$ cat src/rtl/tile_sched.sv
// Tile engine job scheduler: round-robin arbitration across four requesters,
// one outstanding job at a time, with a WAIT-state timeout and sticky error flag.
module tile_sched #(
   parameter int TIMEOUT_CYC = 1024,
   parameter int MAX_REPEAT  = 4
) (
   input  logic        clk,
   input  logic        rst_n,
   input  logic [3:0]  req_valid,
   output logic [3:0]  req_ready,
   input  logic [15:0] req_repeat,
   output logic        eng_valid,
   input  logic        eng_ready,
   output logic [3:0]  eng_repeat,
   input  logic        eng_out_valid,
   output logic        eng_out_ready,
   output logic [3:0]  rsp_valid,
   input  logic [3:0]  rsp_ready,
   output logic [1:0]  grant_id,
   output logic        busy,
   input  logic        err_clr,
   output logic        timeout_err,
   output logic [15:0] done_count
);

   localparam logic [15:0] WAIT_LAST = 16'(TIMEOUT_CYC - 1);
   localparam logic [3:0]  REP_MAX   = 4'(MAX_REPEAT);

   typedef enum logic [1:0] {IDLE, ISSUE, WAIT, DELIVER} state_t;

   state_t      state, state_nxt;
   logic [1:0]  last_grant;
   logic [15:0] wait_cnt;
   logic [1:0]  pick;
   logic        pick_found;
   logic        do_grant, do_issue, do_timeout, do_done;

   function automatic logic [3:0] clamp_rep(input logic [3:0] r);
      if (r == 4'd0)         return 4'd1;
      else if (r > REP_MAX)  return REP_MAX;
      else                   return r;
   endfunction

   // Search starts one past the last owner so every requester gets a turn.
   always_comb begin
      logic [1:0] idx;
      pick       = '0;
      pick_found = 1'b0;
      for (int k = 1; k <= 4; k++) begin
         idx = last_grant + 2'(k);
         if (!pick_found && req_valid[idx]) begin
            pick       = idx;
            pick_found = 1'b1;
         end
      end
   end

   assign busy          = (state != IDLE);
   assign eng_valid     = (state == ISSUE) && req_valid[grant_id];
   assign eng_out_ready = (state == DELIVER) && rsp_ready[grant_id];

   genvar gi;
   generate
      for (gi = 0; gi < 4; gi++) begin : g_req
         assign req_ready[gi] = eng_valid && eng_ready && (grant_id == 2'(gi));
         assign rsp_valid[gi] = (state == DELIVER) && (grant_id == 2'(gi));
      end
   endgenerate

   always_comb begin
      state_nxt  = state;
      do_grant   = 1'b0;
      do_issue   = 1'b0;
      do_timeout = 1'b0;
      do_done    = 1'b0;
      case (state)
         IDLE: if (pick_found) begin
            do_grant  = 1'b1;
            state_nxt = ISSUE;
         end
         ISSUE: begin
            if (!req_valid[grant_id]) begin
               state_nxt = IDLE;
            end else if (eng_ready) begin
               do_issue  = 1'b1;
               state_nxt = WAIT;
            end
         end
         // A result arriving on the last allowed cycle still counts.
         WAIT: begin
            if (eng_out_valid) begin
               state_nxt = DELIVER;
            end else if (wait_cnt == WAIT_LAST) begin
               do_timeout = 1'b1;
               state_nxt  = IDLE;
            end
         end
         DELIVER: if (rsp_ready[grant_id]) begin
            do_done   = 1'b1;
            state_nxt = IDLE;
         end
         default: state_nxt = IDLE;
      endcase
   end

   always_ff @(posedge clk or negedge rst_n) begin
      if (!rst_n) state <= IDLE;
      else        state <= state_nxt;
   end

   always_ff @(posedge clk or negedge rst_n) begin
      if (!rst_n) begin
         last_grant  <= 2'd3;
         grant_id    <= 2'd0;
         eng_repeat  <= 4'd1;
         wait_cnt    <= '0;
         done_count  <= '0;
         timeout_err <= 1'b0;
      end else begin
         if (do_grant) begin
            grant_id   <= pick;
            eng_repeat <= clamp_rep(req_repeat[4*pick +: 4]);
         end
         if (do_issue)           wait_cnt <= '0;
         else if (state == WAIT) wait_cnt <= wait_cnt + 16'd1;
         if (do_timeout || do_done) last_grant <= grant_id;
         if (do_done) done_count <= done_count + 16'd1;
         if (do_timeout)   timeout_err <= 1'b1;
         else if (err_clr) timeout_err <= 1'b0;
      end
   end

endmodule
$ cat config.mk
export PLATFORM = sky130hd
export DESIGN_NAME = tile_sched
export DESIGN_NICKNAME = d
export VERILOG_FILES = /design/src/rtl/tile_sched.sv
export SDC_FILE = /design/constraint.sdc
export NUM_CORES = 1
export LEC_CHECK = 0
export ABC_CLOCK_PERIOD_IN_PS = 3800
export BUFFER_PORTS_ARGS = -buffer_cell sky130_fd_sc_hd__buf_2
export CELL_PAD_IN_SITES_DETAIL_PLACEMENT = 2
export CELL_PAD_IN_SITES_GLOBAL_PLACEMENT = 2
export CORE_ASPECT_RATIO = 2
export CORE_MARGIN = 1.5
export CORE_UTILIZATION = 34
export DETAILED_ROUTE_END_ITERATION = 8
export PLACE_DENSITY_LB_ADDON = 0.1
export SYNTH_ARGS = -nofsm -noshare
export SYNTH_HDL_FRONTEND = slang
export SYNTH_SLANG_ARGS = --single-unit
$ cat constraint.sdc
create_clock -name clk -period 3.8 [get_ports clk]
set_input_delay 0.38 -clock clk [delete_from_list [all_inputs] [get_ports clk]]
set_output_delay 0.38 -clock clk [all_outputs]
set_load 0.02 [all_outputs]
==> out/qor.yml <==
swShare: 0.381
crit_path_max_incr_delay_ps: 570
rsz0062_at_grt: "no"
synth_area_per_cell_um2: 10.2
layout_commonest_cell: "buf_2"
slowest_stage: "mux4_2"
crit_path_end_kind: "output port"
async_reset_ff_frac: 1.00
final_area_um2: 2820
fin_nets: 322
drive_above_1_share: 0.298
ys_seq_elements: 43
antenna_found_initial: 0
n_antenna_cell: 0
fill_cells: 790
cap_violations: 0
antenna_left: 0
synth_top_area_frac: 0.430
clk_latency_ps: 290
cts.clk_slew.worst_paths_ps: 60
hold_violations: 0
routed_wl_mm: 5.98
status: "complete, no violations"
power_leakage_nw: 1.39
power_density_nw_per_um2: 619
crit_arrival_ps: 1980
numCtsBuffers: 5
grt_max_degree: 44
synth.area.top_cells: "dfrtp_1 43%, xor2_1 6.8%, nor2_1 6.0%"
required_ps: 3420
route.detailed.drc: 0
clock.fmax_ghz: 0.424
grt_overflow_total: 0
finalWeightedCongestion: 0.681
hpwl_mm: 4.68
worst-path-buf-inv: 1
grt_pass1_vias: 2187
areaGrowthSynthToFinish_pct: 21.2
skew_ps: 4.51
hold_class: "primary input to asynchronous set/reset pin"
clock_power_share: 0.240
worst_pin_slew_ps: 995
syn-num-nets: 260
vias_per_cell: 5.09
path_max_fanout: 10
p_int_mw: 1.08
p_sw_mw: 0.665
die_h_um: 120
routedWlPerCell_um: 15.7
power_frac_seq: 0.404
post_cts_buffers: 0
core.rowCount: 42
vias: 1933
syn_inst: 229
dpl_cell_area_um2: 2680
period_needed_ps: 2360
holdBufCountCts: 0
worstSetupPathType: "flip-flop to output port"
cts_tree: "yes"
drv_slew: 0
clockBufferDepth: 2
initial_core_util: 0.352
grt_pass1_wl_mm: 10.2
ioPinCount: 63
die-area_um2: 7380
fin_cells: 380
cts-root-buf: "clkbuf_16"
die_w_um: 61.5
tns_ps: 0
yosys_warnings: 0
setup_viol: 0
crit_chain: "mux4_2 > and3b_4 > nand2_1 > nor3_1 > buf_2"
port_buffers: 62
totalPowerFinal_mw: 1.75
cts_htree_levels: 2
max_slew_margin: 0.336
synth_edf_count: 0
crit_path_start_kind: "flip-flop"
final_cell_mix: "62 x buf_2, 40 x dfrtp_1, 37 x nor2_1"
seq_area_frac_synth: 0.464
ir_drop_mv: 0.355
syn-cell-area_um2: 2330
synth_cell_types: 42
clock-sinks: 43
synth_flop_cell: "dfrtp_1"
period_share: 0.621
cts.repair.resized: 0
cpLargestDelayFamily: "multiplexers"
dp.cells: 372
p_comb_frac: 0.356
first_pass_iters: 4
core_area_um2: 6620
drt-initial-drc-count: 58
yosysTopAreaCell: "dfrtp_1"
gr-usage-all-layers: 0.186
path summary, 6_finish.rpt:
kind	from	end	slack, ps	depth (start not counted)
hold / removal	rst_n	wait_cnt[12]	260	1
setup / recovery	grant_id[1]	req_ready[0]	1440	5
hold reg to reg	done_count[15]	done_count[15]	470	1
setup reg to reg	last_grant[1]	eng_repeat[2]	1720	6
max in group asynchronous	rst_n	wait_cnt[10]	2920	1
min in group clk	err_clr	timeout_err	300	2
routing by layer:
layer  wire [µm]  part of all wire  GRT usage
met5           0                 0          0
met4         105             0.018     0.0638
met3         241             0.040     0.0420
met2        3550              0.59      0.351
met1        2080              0.35      0.185
stage by stage:
step	util	hold slack (ps)	setup slack, ps
2_1_floorplan	-	84.4	1650
3_3_place_gp	0.405	454	1750
3_5_place_dp	0.405	471	1670
4_1_cts	0.426	300	1410
5_1_grt	0.426	337	1330
6_report	0.426	264	1440
power by group through the flow:
| stage | sequential, mW | combinational [mW] | clock [mW] |
|---|---|---|---|
| 6_report | 0.707 | 0.622 | 0.419 |
| 5_1_grt | 0.729 | 0.686 | 0.452 |
| 4_1_cts | 0.709 | 0.638 | 0.435 |
| 3_5_place_dp | 0.715 | 0.635 | 0 |
| 3_3_place_gp | 0.712 | 0.624 | 0 |
| 2_1_floorplan | 0.701 | 0.483 | 0 |
cells in the mapped netlist (4+ instances only):
library cell / n
nor2b_1: 4
buf_6: 6
xnor2_1: 10
nand3_1: 6
a21oi_1: 4
nand2_1: 21
o21ai_0: 7
nor2_1: 37
nand4_1: 11
dfrtp_1: 40
inv_1: 6
nor3_1: 4
mux2i_1: 10
xor2_1: 18
flip-flops by register name, indices dropped and copies added, names as in the netlist:
name / flops
done_count: 16
wait_cnt: 16
eng_repeat: 4
grant_id: 2
last_grant: 2
state: 2
timeout_err: 1
area by class of cell:
cell class                 count  area, µm²  area share
tap                           88        110      0.0390
clock inverter                 2       12.5     0.00443
sequential                    43       1080       0.383
clock buffer                   6        129      0.0457
timing repair buffer          63        318       0.113
inverter                       6       22.5     0.00798
multi-input combinational    172       1150       0.408
kinds of logic (layout without fill, tap and decap cells):
kind of cell    after synthesis  count (layout)  synth area share
compound gates               21              21            0.0586
xor+xnor                     28              28             0.105
fa+ha+maj                     2               2            0.0107
buf+inv                      14              77            0.0424
flops                        43              43             0.464
mux                          17              17            0.0897
simple gates                104             104             0.229
(Power assumes the default switching activity.)
